===== config.mk =====
export PLATFORM = sky130hd
export DESIGN_NAME = mem_router
export DESIGN_NICKNAME = d
export VERILOG_FILES = /design/src/rtl/mem_router.sv
export SDC_FILE = /design/constraint.sdc
export NUM_CORES = 1
export LEC_CHECK = 0
export BUFFER_PORTS_ARGS = -buffer_cell sky130_fd_sc_hd__buf_2
export CAP_MARGIN = 10
export CELL_PAD_IN_SITES_DETAIL_PLACEMENT = 2
export CELL_PAD_IN_SITES_GLOBAL_PLACEMENT = 2
export CORE_ASPECT_RATIO = 1.5
export CORE_MARGIN = 5
export CORE_UTILIZATION = 27
export DETAILED_ROUTE_END_ITERATION = 12
export PLACE_DENSITY = 0.95
export SETUP_SLACK_MARGIN = 0.5
export SYNTH_ARGS = -nofsm -noshare
export SYNTH_HDL_FRONTEND = slang
export SYNTH_SLANG_ARGS = --single-unit

===== constraint.sdc =====
create_clock -name i_clk -period 6.7 [get_ports i_clk]
set_input_delay 0 -clock i_clk [delete_from_list [all_inputs] [get_ports i_clk]]
set_output_delay 0 -clock i_clk [all_outputs]
set_load 0.01 [all_outputs]

===== src/rtl/mem_router.sv =====
// mem_router
//   Single-outstanding request router between the CPU load/store unit and
//   the memory system. A latched request goes either to the cache port
//   (cachable) or to a pipelined Wishbone bypass master (uncachable, guarded
//   by a bus timeout). Completion is reported on a single one-cycle response.
//
// Ports
//   i_clk, i_reset            clock, synchronous active-high reset
//   i_req_*, o_req_ready      CPU request channel (valid/ready)
//   o_rsp_valid/rdata/err     one-cycle response pulse
//   o_c_*, i_c_ready          cache request channel
//   i_c_rsp_valid, i_c_rdata  cache completion
//   o_wb_*, i_wb_*            Wishbone pipelined master
module mem_router #(
    parameter int AW      = 32,
    parameter int DW      = 32,
    parameter int TIMEOUT = 255
) (
    input  logic            i_clk,
    input  logic            i_reset,
    input  logic            i_req_valid,
    output logic            o_req_ready,
    input  logic [AW-1:0]   i_req_addr,
    input  logic            i_req_we,
    input  logic [DW-1:0]   i_req_wdata,
    input  logic [DW/8-1:0] i_req_sel,
    input  logic            i_req_cachable,
    output logic            o_rsp_valid,
    output logic [DW-1:0]   o_rsp_rdata,
    output logic            o_rsp_err,
    output logic            o_c_valid,
    output logic            o_c_we,
    output logic [AW-1:0]   o_c_addr,
    output logic [DW-1:0]   o_c_wdata,
    output logic [DW/8-1:0] o_c_sel,
    input  logic            i_c_ready,
    input  logic            i_c_rsp_valid,
    input  logic [DW-1:0]   i_c_rdata,
    output logic            o_wb_cyc,
    output logic            o_wb_stb,
    output logic            o_wb_we,
    output logic [AW-1:0]   o_wb_addr,
    output logic [DW-1:0]   o_wb_data,
    output logic [DW/8-1:0] o_wb_sel,
    input  logic            i_wb_stall,
    input  logic            i_wb_ack,
    input  logic            i_wb_err,
    input  logic [DW-1:0]   i_wb_data
);

    typedef enum logic [2:0] {
        IDLE, CACHE_REQ, CACHE_WAIT, WB_REQ, WB_WAIT, RESP
    } state_t;

    // Abort fires on the edge where the counter holds TIMEOUT-1, i.e. after
    // exactly TIMEOUT cycles spent in WB_REQ/WB_WAIT.
    localparam logic [7:0] TMO_LAST = 8'(TIMEOUT - 1);

    state_t            state, state_nxt;
    logic [7:0]        tmo_cnt;
    logic              done;
    logic [DW-1:0]     done_rdata;
    logic              done_err;

    logic [AW-1:0]     req_addr;
    logic              req_we;
    logic [DW-1:0]     req_wdata;
    logic [DW/8-1:0]   req_sel;
    logic              req_cachable;

    // State register
    always_ff @(posedge i_clk) begin
        if (i_reset) state <= IDLE;
        else         state <= state_nxt;
    end

    // Next-state logic; also decides the completion value captured into the
    // response registers on the transition into RESP.
    always_comb begin
        state_nxt  = state;
        done       = 1'b0;
        done_rdata = '0;
        done_err   = 1'b0;
        case (state)
            IDLE: begin
                if (i_req_valid)
                    state_nxt = i_req_cachable ? CACHE_REQ : WB_REQ;
            end
            CACHE_REQ: begin
                if (i_c_ready) begin
                    if (i_c_rsp_valid) begin
                        done       = 1'b1;
                        done_rdata = req_we ? '0 : i_c_rdata;
                        state_nxt  = RESP;
                    end else begin
                        state_nxt = CACHE_WAIT;
                    end
                end
            end
            CACHE_WAIT: begin
                if (i_c_rsp_valid) begin
                    done       = 1'b1;
                    done_rdata = req_we ? '0 : i_c_rdata;
                    state_nxt  = RESP;
                end
            end
            WB_REQ, WB_WAIT: begin
                // A response in WB_REQ only counts once the strobe is taken.
                // err beats ack; any slave response beats the timeout.
                if ((state == WB_WAIT || !i_wb_stall) && (i_wb_ack || i_wb_err)) begin
                    done       = 1'b1;
                    done_err   = i_wb_err;
                    done_rdata = (i_wb_err || req_we) ? '0 : i_wb_data;
                    state_nxt  = RESP;
                end else if (tmo_cnt == TMO_LAST) begin
                    done      = 1'b1;
                    done_err  = 1'b1;
                    state_nxt = RESP;
                end else if (state == WB_REQ && !i_wb_stall) begin
                    state_nxt = WB_WAIT;
                end
            end
            RESP:    state_nxt = IDLE;
            default: state_nxt = IDLE;
        endcase
    end

    // Outputs decoded from registered state only
    always_comb begin
        o_req_ready = (state == IDLE);
        o_c_valid   = (state == CACHE_REQ) && req_cachable;
        o_wb_cyc    = (state == WB_REQ) || (state == WB_WAIT);
        o_wb_stb    = (state == WB_REQ);
        o_rsp_valid = (state == RESP);
    end

    // Bypass timeout counter: cleared on entry to WB_REQ
    always_ff @(posedge i_clk) begin
        if (i_reset)
            tmo_cnt <= '0;
        else if (state == IDLE && i_req_valid && !i_req_cachable)
            tmo_cnt <= '0;
        else if (state == WB_REQ || state == WB_WAIT)
            tmo_cnt <= tmo_cnt + 8'd1;
    end

    // Request register: the only source for both downstream ports
    always_ff @(posedge i_clk) begin
        if (state == IDLE && i_req_valid) begin
            req_addr     <= i_req_addr;
            req_we       <= i_req_we;
            req_wdata    <= i_req_wdata;
            req_sel      <= i_req_sel;
            req_cachable <= i_req_cachable;
        end
    end

    // Response registers
    always_ff @(posedge i_clk) begin
        if (i_reset) begin
            o_rsp_rdata <= '0;
            o_rsp_err   <= 1'b0;
        end else if (done) begin
            o_rsp_rdata <= done_rdata;
            o_rsp_err   <= done_err;
        end
    end

    assign o_c_we    = req_we;
    assign o_c_addr  = req_addr;
    assign o_c_wdata = req_wdata;
    assign o_c_sel   = req_sel;
    assign o_wb_we   = req_we;
    assign o_wb_addr = req_addr;
    assign o_wb_data = req_wdata;
    assign o_wb_sel  = req_sel;

endmodule


After elaboration in Yosys (flattened, before gate mapping)
Index checks and enable logic that the tools add are counted.
{ "classes": {"addsub": 1, "n_eq_ne": 10, "muxes": 22, "n_reduce_logical": 15} }
{ "ops": {"columns": ["cell", "count"], "rows": [
  ["$mux 32", 5],
  ["$pmux 32 s3", 1],
  ["$mux 3", 7],
  ["$pmux 3 s4", 1],
  ["$add 8x1->8 const B", 1],
  ["$eq 8x8->1 const B", 1],
  ["$eq 3x2->1 const B", 2],
  ["$eq 3x3->1 const B", 2],
  ["$mux 1", 6],
  ["$ne 2x2->1 const B", 3],
  ["$logic_and 1x1->1", 5],
  ["$logic_or 1x1->1", 4],
  ["$ne 4x4->1 const B", 1],
  ["$reduce_and 4->1", 1],
  ["$reduce_or 2->1", 2],
  ["$eq 3x1->1 const B", 1],
  ["$logic_not 3->1", 1],
  ["$pmux 1 s3", 1],
  ["$logic_not 1->1", 2],
  ["$mux 2", 1]
]} }
{ "word_totals": {"reg_bits": 114, "inputBits": 142, "output_inout_bits": 176, "wordCells": 57} }

Logic depth before layout (Yosys ltp)
Gate-level depths: netlist of run 1.
{ "logic_depth": {"depth_word": 6, "mapped_depth": 8, "ltp_nobuf": 7} }

Least setup slack after synthesis of run 1
OpenSTA, ideal clock, no wires.
{ "synth_timing": {"path_kind": "reg-to-reg", "from": "register state[0]", "to": "register tmo_cnt[1]", "arrival_ns": 3.003, "required_time_ns": 6.574, "slack_ns": 3.571, "stages_incl_launch_ff": 6, "n_path_buf": 1, "path_cell_list": "dfxtp_1 > buf_2 > nor3_1 > and2_1 > a21o_1 > a211oi_1"} }
{ "synth_via": {"elab_chain_len": 4} }
{ "synth_rtl": {"columns": ["item", "line_no", "source"], "rows": [
  ["from (decl)", "59", "state_t state, state_nxt;"],
  ["from (signal assigned)", "74", "else state <= state_nxt;"],
  ["$logic_not 3->1", null, null],
  ["via o_req_ready", "22", "output logic o_req_ready,"],
  ["$logic_and 1x1->1 (2 in series)", "141", "else if (state == IDLE && i_req_valid && !i_req_cachable)"],
  ["$reduce_or 2->1 (no line)", null, null],
  ["to (signal assigned)", "144", "tmo_cnt <= tmo_cnt + 8'd1;"],
  ["to (decl)", "60", "logic [7:0] tmo_cnt;"]
]} }
The timed path passes the listed nets, and every way through them passes these cells.
A chain may end at the register's enable or synchronous reset.

Final worst setup path of run 1
{ "layout_timing": {"from": "register state[0]", "to": "register o_rsp_rdata[16]"} }
{ "layout_via": {"elab_chain_len": 5} }
{ "layout_rtl": {"columns": ["item", "line_no", "source"], "rows": [
  ["$eq 3x3->1", "84, 110", null],
  ["$logic_or 1x1->1", "110", "if ((state == WB_WAIT || !i_wb_stall) && (i_wb_ack || i_wb_err)) begin"],
  ["$logic_and 1x1->1", "110", null],
  ["$mux 32 / $mux 1 (equally long branches)", "110", null],
  ["$pmux 32 s3 / $pmux 1 s3 (equally long branches)", "84", "case (state)"],
  ["to (signal assigned)", "164", "o_rsp_rdata <= done_rdata;"],
  ["to (decl)", "29", "output logic [DW-1:0] o_rsp_rdata,"]
]} }
Parallel ways exist; a longest one is shown, timed or not.

==> results.sh, run 1 <==
export IMPL_pin_slew_with_the_least_headroom_to_its_limit_ps=1065
export IMPL_run_status="finished clean"
export IMPL_synth_flop_cell="sky130_fd_sc_hd__edfxtp_1"
export IMPL_util_after_layout=0.4536
export IMPL_finalCritPeriodShare=0.4905
export IMPL_layout_area_overhead_vs_synth_pct=65.10
export IMPL_synth_largest_type_area_fraction=0.4264
export IMPL_post_cts_setup_buffer_count=0
export IMPL_drtIter0Drc=212
export IMPL_power_density_nw_per_um2=346.0
export IMPL_cell_area_after_synthesis_sq_um=4930
export IMPL_max_freq_mhz=304.3
export IMPL_cts_sink_count=114
export IMPL_synth_lib_cells_used_distinct=41
export IMPL_crit_fanout=34
export IMPL_report_final_setup_viol=0
export IMPL_vdd_ir_drop_max_uv=131.3
export IMPL_yosys_register_bits=114
export IMPL_wire_per_inst_um=24.06
export IMPL_fillCellCount=1775
export IMPL_synth_seq_area_share=0.6051
export IMPL_floorplan_initialDensity=0.2748
export IMPL_area_of_the_die_sq_um=21120
export IMPL_hold_ws_ps=37.88
export IMPL_final_net_count=905
export IMPL_portBuffers=317
export IMPL_final_common_cell="sky130_fd_sc_hd__buf_2"
export IMPL_critical_path_cell_chain="nand3b_1, a21oi_2, buf_4, nor2b_4, a22oi_1, dlygate4sd3_1, a21oi_1"
export IMPL_source_to_sink_clock_delay_at_the_later_pin_of_the_worst_skew_pair_ps=410
export IMPL_slowest_delay_ps=930
export IMPL_worst_hold_path_type="primary input to register"
export IMPL_cpMaxStageDelayCell="sky130_fd_sc_hd__nor2b_4"
export IMPL_mappedNetlistNets=521
export IMPL_number_of_nets_still_failing_antenna_checks_after_routing=0
export IMPL_route_vias_total=4612
export IMPL_maximum_number_of_pins_on_one_net_before_global_route_repair=72
export IMPL_detail_route_drc_violations=0
export IMPL_critPathBufInv=2
export IMPL_residual_overflow_from_global_routing=0
export IMPL_synth_area_leaders="sky130_fd_sc_hd__edfxtp_1, sky130_fd_sc_hd__dfxtp_1, sky130_fd_sc_hd__buf_4"
export IMPL_cell_at_the_root_of_the_clock_tree="sky130_fd_sc_hd__clkbuf_16"
export IMPL_htree_num_levels=4
export IMPL_number_of_global_route_vias_before_repair=5386
export IMPL_rsz_0062_raised_after_global_routing="no"
export IMPL_design_core_area_sq_um=17940
export IMPL_cts_buffers=17
export IMPL_worst_endpoint_required_ps=7020
export IMPL_finalHoldViolations=0
export IMPL_dpl_hpwl_um=14520
export IMPL_postSynthAreaPerCell_sq_um=13.08
export IMPL_number_of_enable_type_register_cells_in_the_synthesized_netlist=70
export IMPL_cellLeakagePower_nw=3.379
export IMPL_cts_tree="built"
export IMPL_gp_congestion=0.7567
export IMPL_critPathCaptureType="register"
export IMPL_die_w_um=120.3
export IMPL_maxSlewHeadroom=0.2883
export IMPL_worst_endpoint_arrival_ps=3600
export IMPL_std_cell_rows=60
export IMPL_synth_largest_area_cell="sky130_fd_sc_hd__edfxtp_1"
export IMPL_grt_antenna_before_repair=3
export IMPL_layout_skew_ps=16.59
export IMPL_total_iterations_of_the_first_detailed_routing_run=5
export IMPL_critPathTopFamily="simple AND/OR/NAND/NOR gates"
export IMPL_share_of_layout_cells_above_drive_strength_1=0.5142
export IMPL_max_cap_violations=0
export IMPL_timing_setup_critical_path_class="register to register"
export IMPL_drt_total_wl_um=23870
export IMPL_cts_clk_slew_worst_paths_ps=50
export IMPL_io_pins=318
export IMPL_critical_path_startpoint_type="register"
export IMPL_final_cell_mix="sky130_fd_sc_hd__buf_2, sky130_fd_sc_hd__dlygate4sd3_1, sky130_fd_sc_hd__edfxtp_1"
export IMPL_vias_per_cell=4.649
export IMPL_syn_inst=377
export IMPL_cts_root_to_sink_buffers=2
export IMPL_synth_async_reset_ratio=0
export IMPL_first_pass_grt_wire_length_um=34710
export IMPL_synth_yosys_warnings=0
export IMPL_die_height_um=175.5
export IMPL_min_period_ps=3286
export IMPL_gr_usage_all_layers=0.2218
export IMPL_fin_setup_tns_ps=0
export IMPL_drv_slew=0
-- layer usage --
layer | vias to the layer above | share of wire | track usage
li1 | 2075 | - | -
met1 | 2265 | 0.34 | 0.2156
met2 | 241 | 0.55 | 0.4243
met3 | 27 | 0.099 | 0.09794
met4 | 4 | 0.014 | 0.05340
met5 | - | 0.0012 | 0
-- sequential cells by signal, summed over array words and instances (netlist names) --
name / count
o_c_wdata: 32
o_rsp_rdata: 32
o_c_we: 1
o_c_addr: 32
o_rsp_err: 1
tmo_cnt: 8
o_c_sel: 4
state: 3
req_cachable: 1
-- path summary, 6_finish.rpt --
kind              slack, ps       startpoint         endpoint  cells past startpoint
hold reg to reg         500  o_rsp_rdata[12]  o_rsp_rdata[12]                      2
setup reg to reg       3410         state[0]  o_rsp_rdata[16]                      7
setup / recovery       3410         state[0]  o_rsp_rdata[16]                      7
hold / removal           40    i_c_rsp_valid         state[1]                      4
-- stage by stage --
stage | worst slack [ps] | instances | instance area, sq um | power [mW]
after CTS | 3592 | 991 | 8137 | 2.815
final | 3414 | 992 | 8139 | 2.816
after global placement | 4253 | 824 | 6175 | 1.752
after detailed placement | 4131 | 824 | 6175 | 1.779
after global routing | 3140 | 992 | 8139 | 2.960
after floorplan | 3571 | 377 | 4930 | 1.521
-- final cells by class --
type	instances	area, sq um	area share
sequential	114	2983	0.3665
timing repair buffer	455	2960	0.3637
inverter	7	26.28	0.003228
tap	217	271.5	0.03336
antenna	1	2.502	0.0003075
clock inverter	14	181.4	0.02229
multi-input combinational	166	1285	0.1579
clock buffer	18	429.2	0.05273
-- synth_stat cells, drive strengths merged (2+ instances only) --
cell    instances
buf            82
edfxtp         70
dfxtp          44
a21oi          37
nand3b         34
a22oi          32
nor2           12
clkbuf          8
o21ai           8
inv             7
nand2           5
xor2            4
mux2i           3
nand3           3
nand4           3
a211oi          2
a21o            2
ha              2
nand2b          2
nor2b           2
or3             2
xnor2           2
-- where the power goes --
| group | internal [mW] | switching (mW) |
|---|---|---|
| clock | 0.590 | 0.356 |
| combinational | 0.339 | 0.493 |
| sequential | 0.933 | 0.106 |
-- worst register-to-register path: stages (launching register included) --
cell	delay, ps
sky130_fd_sc_hd__dfxtp_1	550
sky130_fd_sc_hd__nand3b_1	140
sky130_fd_sc_hd__a21oi_2	130
sky130_fd_sc_hd__buf_4	320
sky130_fd_sc_hd__nor2b_4	940
sky130_fd_sc_hd__a22oi_1	290
sky130_fd_sc_hd__dlygate4sd3_1	690
sky130_fd_sc_hd__a21oi_1	150
-- logic make-up after synthesis --
kind of cell,after synthesis,synth area share
simple gates,69,0.08959
compound gates,86,0.1472
mux,3,0.006092
flops,114,0.6051
buf+inv,97,0.1363
xor+xnor,6,0.01066
fa+ha+maj,2,0.005075
-- what timing repair did --
item,CTS,global route
endpoints found under the setup margin,0,0
endpoints found under the hold margin,103,0
gates resized for setup,0,0
hold buffers,135,0
(Power assumes the default switching activity.)
==> inputs of run 2 (changes only) <==
--- a/config.mk
+++ b/config.mk
@@ -11,9 +11,9 @@
 export CELL_PAD_IN_SITES_GLOBAL_PLACEMENT = 2
 export CORE_ASPECT_RATIO = 1.5
 export CORE_MARGIN = 5
-export CORE_UTILIZATION = 27
+export CORE_UTILIZATION = 25
 export DETAILED_ROUTE_END_ITERATION = 12
-export PLACE_DENSITY = 0.95
+export PLACE_DENSITY = 0.93
 export SETUP_SLACK_MARGIN = 0.5
 export SYNTH_ARGS = -nofsm -noshare
 export SYNTH_HDL_FRONTEND = slang
==> constraint.sdc (replaced) <==
create_clock -name i_clk -period 3.15 [get_ports i_clk]
set_input_delay 0 -clock i_clk [delete_from_list [all_inputs] [get_ports i_clk]]
set_output_delay 0 -clock i_clk [all_outputs]
set_load 0.01 [all_outputs]
==> results.sh, run 2 (synthesized netlist as in run 1, its figures left out) <==
export IMPL_timing_setup_critical_path_class="register to register"
export IMPL_drv_slew=0
export IMPL_cts_clk_slew_worst_paths_ps=60
export IMPL_gr_usage_all_layers=0.2077
export IMPL_power_clock_fraction=0.321
export IMPL_drtIter0Drc=223
export IMPL_grt_antenna_before_repair=5
export IMPL_htree_num_levels=4
export IMPL_dpl_hpwl_um=15360
export IMPL_rsz_0062_raised_after_global_routing="no"
export IMPL_cts_buffers=17
export IMPL_layout_area_overhead_vs_synth_pct=66.14
export IMPL_min_delay_worst_endpoint="o_rsp_rdata[21]"
export IMPL_crit_reg2reg_capture="o_rsp_rdata[14]"
export IMPL_layout_skew_ps=12.68
export IMPL_worst_hold_path_num_cells=2
export IMPL_drt_total_wl_um=24010
export IMPL_cell_internal_pwr_mw=3.845
export IMPL_maxSlewHeadroom=0.4016
export IMPL_first_pass_grt_wire_length_um=35330
export IMPL_vdd_ir_drop_max_uv=326.3
export IMPL_post_cts_resized=0
export IMPL_hold_ws_ps=13.00
export IMPL_portBuffers=317
export IMPL_share_of_layout_cells_above_drive_strength_1=0.5167
export IMPL_power_combinational_fraction=0.298
export IMPL_detail_route_drc_violations=0
export IMPL_gp_congestion=0.8305
export IMPL_final_cell_mix="sky130_fd_sc_hd__buf_2, sky130_fd_sc_hd__dlygate4sd3_1, sky130_fd_sc_hd__edfxtp_1"
export IMPL_cts_root_to_sink_buffers=2
export IMPL_io_pins=318
export IMPL_design_core_area_sq_um=19630
export IMPL_std_cell_rows=63
export IMPL_finalCritPeriodShare=0.8001
export IMPL_max_freq_mhz=396.8
export IMPL_fin_setup_tns_ps=0
export IMPL_run_status="finished clean"
export IMPL_report_final_setup_viol=0
export IMPL_cts_tree="built"
export IMPL_final_net_count=909
export IMPL_vias_per_cell=4.448
export IMPL_pin_slew_with_the_least_headroom_to_its_limit_ps=897.6
export IMPL_crit_fanout=32
export IMPL_max_cap_violations=0
export IMPL_switchingPower_mw=2.009
export IMPL_hold_buffers_post_cts=135
export IMPL_residual_overflow_from_global_routing=0
export IMPL_source_to_sink_clock_delay_at_the_later_pin_of_the_worst_skew_pair_ps=420
export IMPL_min_period_ps=2520
export IMPL_number_of_nets_still_failing_antenna_checks_after_routing=0
export IMPL_maximum_number_of_pins_on_one_net_before_global_route_repair=48
export IMPL_share_of_power_burned_in_registers=0.381
export IMPL_finalHoldViolations=0
export IMPL_route_vias_total=4635
export IMPL_critical_path_startpoint_type="register"
export IMPL_post_cts_setup_buffer_count=0
export IMPL_wire_per_inst_um=23.04
export IMPL_area_of_the_die_sq_um=22690
export IMPL_placed_area_sq_um=6260
export IMPL_stdcell_area_sq_um=8190
export IMPL_floorplan_initialDensity=0.2512
export IMPL_cts_sink_count=114
export IMPL_r2r_startpoint="state[2]"
export IMPL_timing_reg2reg_setup_slack_ps=630
export IMPL_worst_endpoint_arrival_ps=2840
export IMPL_rr_worst_depth=5
export IMPL_number_of_global_route_vias_before_repair=5366
export IMPL_die_height_um=182.0
export IMPL_cell_at_the_root_of_the_clock_tree="sky130_fd_sc_hd__clkbuf_16"
export IMPL_critPathCaptureType="register"
export IMPL_worst_hold_path_type="primary input to register"
export IMPL_worst_endpoint_required_ps=3470
export IMPL_cellLeakagePower_nw=3.470
export IMPL_final_common_cell="sky130_fd_sc_hd__buf_2"
export IMPL_power_density_nw_per_um2=714.8
export IMPL_sw_frac_of_total=0.3432
export IMPL_total_iterations_of_the_first_detailed_routing_run=4
export IMPL_die_w_um=124.7
export IMPL_hold_start="i_reset"
run 2: stage by stage:
stage	utilization	setup WS (ps)	power (mW)	cells
detailed placement	0.3189	749.7	3.839	871
CTS	0.4168	692.6	5.882	1038
floorplan	-	795.7	3.223	377
global route	0.4173	519.1	6.144	1042
finish	0.4173	629.6	5.854	1042
global placement	0.3189	833.7	3.760	871
run 2: cell type report:
class	instances	area, sq um
fill	2018	11440
timing repair buffer	459	2990
sequential	114	2983
multi-input combinational	166	1286
clock buffer	18	429.2
tap	260	325.3
clock inverter	14	140.1
inverter	7	26.28
antenna	4	10.01
run 2: power groups by stage:
stage	logic (mW)	registers (mW)	clock network, mW
after floorplan	0.939	2.28	0
after global placement	1.55	2.21	0
after detailed placement	1.60	2.24	0
after CTS	1.74	2.22	1.92
after global routing	1.87	2.27	2.00
final	1.75	2.23	1.88
run 2: worst max-delay path by stage:
stage                   from               to  slack, ps  cells past startpoint
finish              state[2]  o_rsp_rdata[14]        630                      5
global route        state[2]  o_rsp_rdata[14]        520                      5
detailed placement  state[0]  o_rsp_rdata[17]        750                      5
global placement    state[2]  o_rsp_rdata[13]        830                      5
CTS                 state[2]  o_rsp_rdata[17]        690                      5
floorplan           state[0]       tmo_cnt[1]        800                      5
run 2: worst max-delay path, cell delays in order (launching register included):
cell	delay [ps]
sky130_fd_sc_hd__dfxtp_1	500
sky130_fd_sc_hd__or3b_1	550
sky130_fd_sc_hd__o21ai_2	100
sky130_fd_sc_hd__and3_2	790
sky130_fd_sc_hd__a22oi_1	210
sky130_fd_sc_hd__a21oi_1	250
run 2: routing by layer:
layer / share of wire / track usage / vias up
li1: - / - / 2083
met1: 0.35 / 0.2110 / 2261
met2: 0.54 / 0.3845 / 247
met3: 0.082 / 0.07975 / 42
met4: 0.028 / 0.07459 / 2
met5: 0.00083 / 0 / -
==> inputs of run 3 (changes only) <==
--- a/config.mk
+++ b/config.mk
@@ -5,15 +5,16 @@
 export SDC_FILE = /design/constraint.sdc
 export NUM_CORES = 1
 export LEC_CHECK = 0
+export ABC_AREA = 1
 export BUFFER_PORTS_ARGS = -buffer_cell sky130_fd_sc_hd__buf_2
 export CAP_MARGIN = 10
 export CELL_PAD_IN_SITES_DETAIL_PLACEMENT = 2
 export CELL_PAD_IN_SITES_GLOBAL_PLACEMENT = 2
 export CORE_ASPECT_RATIO = 1.5
 export CORE_MARGIN = 5
-export CORE_UTILIZATION = 25
+export CORE_UTILIZATION = 22
 export DETAILED_ROUTE_END_ITERATION = 12
-export PLACE_DENSITY = 0.93
+export PLACE_DENSITY = 0.89
 export SETUP_SLACK_MARGIN = 0.5
 export SYNTH_ARGS = -nofsm -noshare
 export SYNTH_HDL_FRONTEND = slang
==> constraint.sdc (replaced) <==
create_clock -name i_clk -period 2.3 [get_ports i_clk]
set_input_delay 0 -clock i_clk [delete_from_list [all_inputs] [get_ports i_clk]]
set_output_delay 0 -clock i_clk [all_outputs]
set_load 0.01 [all_outputs]
==> results.sh, run 3 <==
export IMPL_finalHoldViolations=0
export IMPL_drtIter0Drc=196
export IMPL_wire_per_inst_um=21.69
export IMPL_fin_setup_tns_ps=0
export IMPL_vias_per_cell=4.405
export IMPL_report_final_setup_viol=0
export IMPL_gr_usage_all_layers=0.1939
export IMPL_portBuffers=317
export IMPL_number_of_enable_type_register_cells_in_the_synthesized_netlist=70
export IMPL_power_mw=9.878
export IMPL_synth_async_reset_ratio=0
export IMPL_gp_congestion=0.7627
export IMPL_synth_seq_area_share=0.5551
export IMPL_min_period_ps=1674
export IMPL_cts_tree="built"
export IMPL_adder_cell_area_share_of_the_yosys_netlist=0.004657
export IMPL_worst_endpoint_arrival_ps=1980
export IMPL_cts_root_to_sink_buffers=2
export IMPL_std_cell_rows=70
export IMPL_crit_reg2reg_capture="o_rsp_rdata[28]"
export IMPL_design_core_area_sq_um=24260
export IMPL_worst_hold_path_num_cells=3
export IMPL_met3WireLength_um=2781
export IMPL_synth_flop_cell="sky130_fd_sc_hd__edfxtp_1"
export IMPL_most_common_cell_in_the_synthesized_netlist="sky130_fd_sc_hd__nand2_1"
export IMPL_hold_start="i_wb_err"
export IMPL_synth_largest_type_area_fraction=0.3912
export IMPL_die_height_um=201.4
export IMPL_synth_top_family_by_area="simple AND/OR/NAND/NOR gates"
export IMPL_number_of_nets_still_failing_antenna_checks_after_routing=0
export IMPL_detail_route_drc_violations=0
export IMPL_number_of_global_route_vias_before_repair=6470
export IMPL_highest_signal_layer="met5"
export IMPL_rsz_0062_raised_after_global_routing="no"
export IMPL_most_used_cell_along_the_critical_path="sky130_fd_sc_hd__nand2_1"
export IMPL_postSynthAreaPerCell_sq_um=9.806
export IMPL_cts_buffers=17
export IMPL_die_w_um=137.6
export IMPL_worst_hold_path_type="primary input to register"
export IMPL_synth_largest_area_cell="sky130_fd_sc_hd__edfxtp_1"
export IMPL_cpMaxStageDelayCell="sky130_fd_sc_hd__dfxtp_1"
export IMPL_power_density_nw_per_um2=1102
export IMPL_synth_yosys_warnings=0
export IMPL_final_net_count=1091
export IMPL_finalCritPeriodShare=0.7279
export IMPL_final_cell_mix="sky130_fd_sc_hd__buf_2, sky130_fd_sc_hd__dlygate4sd3_1, sky130_fd_sc_hd__nand2_1"
export IMPL_max_freq_mhz=597.3
export IMPL_synth_lib_cells_used_distinct=29
export IMPL_route_layer_met1_wl_um=9443
export IMPL_synthSimpleGateAreaFrac=0.2724
export IMPL_critical_path_cell_chain="inv_2, ha_1, nand2_1, nor2_2, nand2_1, nand2_2, nand2_4, buf_12, nand3b_1, nand2_1, nor2_1"
export IMPL_fillCellCount=2662
export IMPL_synth_mux_area_fraction=0
export IMPL_rr_worst_depth=11
export IMPL_dpl_hpwl_um=17570
export IMPL_grt_antenna_before_repair=6
export IMPL_slowest_delay_ps=380
export IMPL_cts_clk_slew_worst_paths_ps=60
export IMPL_residual_overflow_from_global_routing=0
export IMPL_placed_area_sq_um=6899
export IMPL_source_to_sink_clock_delay_at_the_later_pin_of_the_worst_skew_pair_ps=420
export IMPL_layout_area_overhead_vs_synth_pct=66.78
export IMPL_area_of_the_die_sq_um=27720
export IMPL_drv_slew=0
export IMPL_max_cap_violations=0
export IMPL_htree_num_levels=4
export IMPL_mappedNetlistNets=692
export IMPL_cellLeakagePower_nw=4.143
export IMPL_io_pins=318
export IMPL_vdd_ir_drop_max_uv=482.7
export IMPL_crit_fanout=34
export IMPL_worst_endpoint_required_ps=2610
export IMPL_critPathCaptureType="register"
export IMPL_critical_path_startpoint_type="register"
export IMPL_pin_slew_with_the_least_headroom_to_its_limit_ps=451.0
export IMPL_cell_area_after_synthesis_sq_um=5374
export IMPL_share_of_the_synthesized_area_in_compound_gates_ao_oa_aoi_oai=0.02142
export IMPL_first_pass_grt_wire_length_um=39930
export IMPL_synth_xor_xnor_area_share=0
export IMPL_synth_common_cells="sky130_fd_sc_hd__nand2_1, sky130_fd_sc_hd__edfxtp_1, sky130_fd_sc_hd__buf_4"
export IMPL_share_of_layout_cells_above_drive_strength_1=0.4567
export IMPL_final_common_cell="sky130_fd_sc_hd__buf_2"
export IMPL_layout_skew_ps=11.15
export IMPL_r2r_startpoint="tmo_cnt[0]"
export IMPL_timing_setup_critical_path_class="register to register"
export IMPL_route_vias_total=5669
export IMPL_maximum_number_of_pins_on_one_net_before_global_route_repair=35
export IMPL_syn_inst=548
export IMPL_total_iterations_of_the_first_detailed_routing_run=5
export IMPL_met2RoutedLength_um=14910
export IMPL_run_status="finished clean"
export IMPL_min_delay_worst_endpoint="o_rsp_err"
export IMPL_cell_at_the_root_of_the_clock_tree="sky130_fd_sc_hd__clkbuf_16"
export IMPL_floorplan_initialDensity=0.2215
export IMPL_synth_area_leaders="sky130_fd_sc_hd__edfxtp_1, sky130_fd_sc_hd__dfxtp_1, sky130_fd_sc_hd__buf_4"
export IMPL_stdcell_area_sq_um=8962
export IMPL_maxSlewHeadroom=0.6994
export IMPL_timing_reg2reg_setup_slack_ps=630
export IMPL_cts_sink_count=114
export IMPL_yosys_register_bits=114
export IMPL_drt_total_wl_um=27910
## run 3: what timing repair did
action	in CTS	in global routing
gates resized for setup	4	26
pin swaps	2	0
setup buffers	4	2
gates cloned	0	1
hold buffers	133	0
hold endpoints to repair	105	0
endpoints found under the setup margin	59	34
## run 3: worst max path at each step
stage	from	slack [ps]	to
final	tmo_cnt[0]	630	o_rsp_rdata[28]
after floorplan	state[0]	20	tmo_cnt[5]
after CTS	tmo_cnt[0]	520	o_rsp_rdata[17]
after global placement	state[0]	510	tmo_cnt[6]
after detailed placement	state[0]	440	tmo_cnt[4]
after global routing	state[0]	500	o_rsp_rdata[13]
## run 3: cells by family after synthesis
group / count (synthesis)
AO/OA/AOI/OAI: 21
adder cells (fa/ha/maj): 2
buffers and inverters: 120
flip-flops: 114
AND/OR/NAND/NOR: 291
## run 3: through the flow
step / util / worst slack (ps) / hold WS (ps) / instances
floorplan: - / 20.90 / 69.07 / 548
global placement: 0.2844 / 507.5 / 176.7 / 1112
detailed placement: 0.2844 / 442.3 / 178.3 / 1112
CTS: 0.3640 / 517.2 / 20.90 / 1280
global route: 0.3694 / 497.7 / 53.95 / 1287
finish: 0.3694 / 625.9 / 49.43 / 1287
## run 3: per-layer routing
| layer | vias to the layer above | GRT usage |
|---|---|---|
| met5 | - | 0 |
| met1 | 2748 | 0.1839 |
| met4 | 4 | 0.07561 |
| li1 | 2582 | - |
| met2 | 285 | 0.3642 |
| met3 | 50 | 0.07504 |
## run 3: final cells by class
cell class | instances | area [sq um] | area share
multi-input cells | 314 | 1677 | 0.1871
clock buffers | 17 | 425.4 | 0.04747
repair buffers | 480 | 3261 | 0.3638
clock inverters | 14 | 118.9 | 0.01326
diodes | 4 | 10.01 | 0.001117
inverters | 20 | 78.83 | 0.008795
well taps | 324 | 405.4 | 0.04523
flip-flops and latches | 114 | 2987 | 0.3332
## run 3: where the power goes
part | switching (mW) | leakage [nW] | internal (mW)
registers | 0.360 | 1.02 | 2.86
clock network | 0.995 | 0.246 | 1.47
logic | 2.47 | 2.87 | 1.72
total | 3.83 | 4.14 | 6.05
## run 3: critical path: cells and delay by family (launching register included)
kind | cells | cell delay, ps
simple gates | 8 | 700
fa+ha+maj | 1 | 190
buf+inv | 2 | 270
flops | 1 | 380
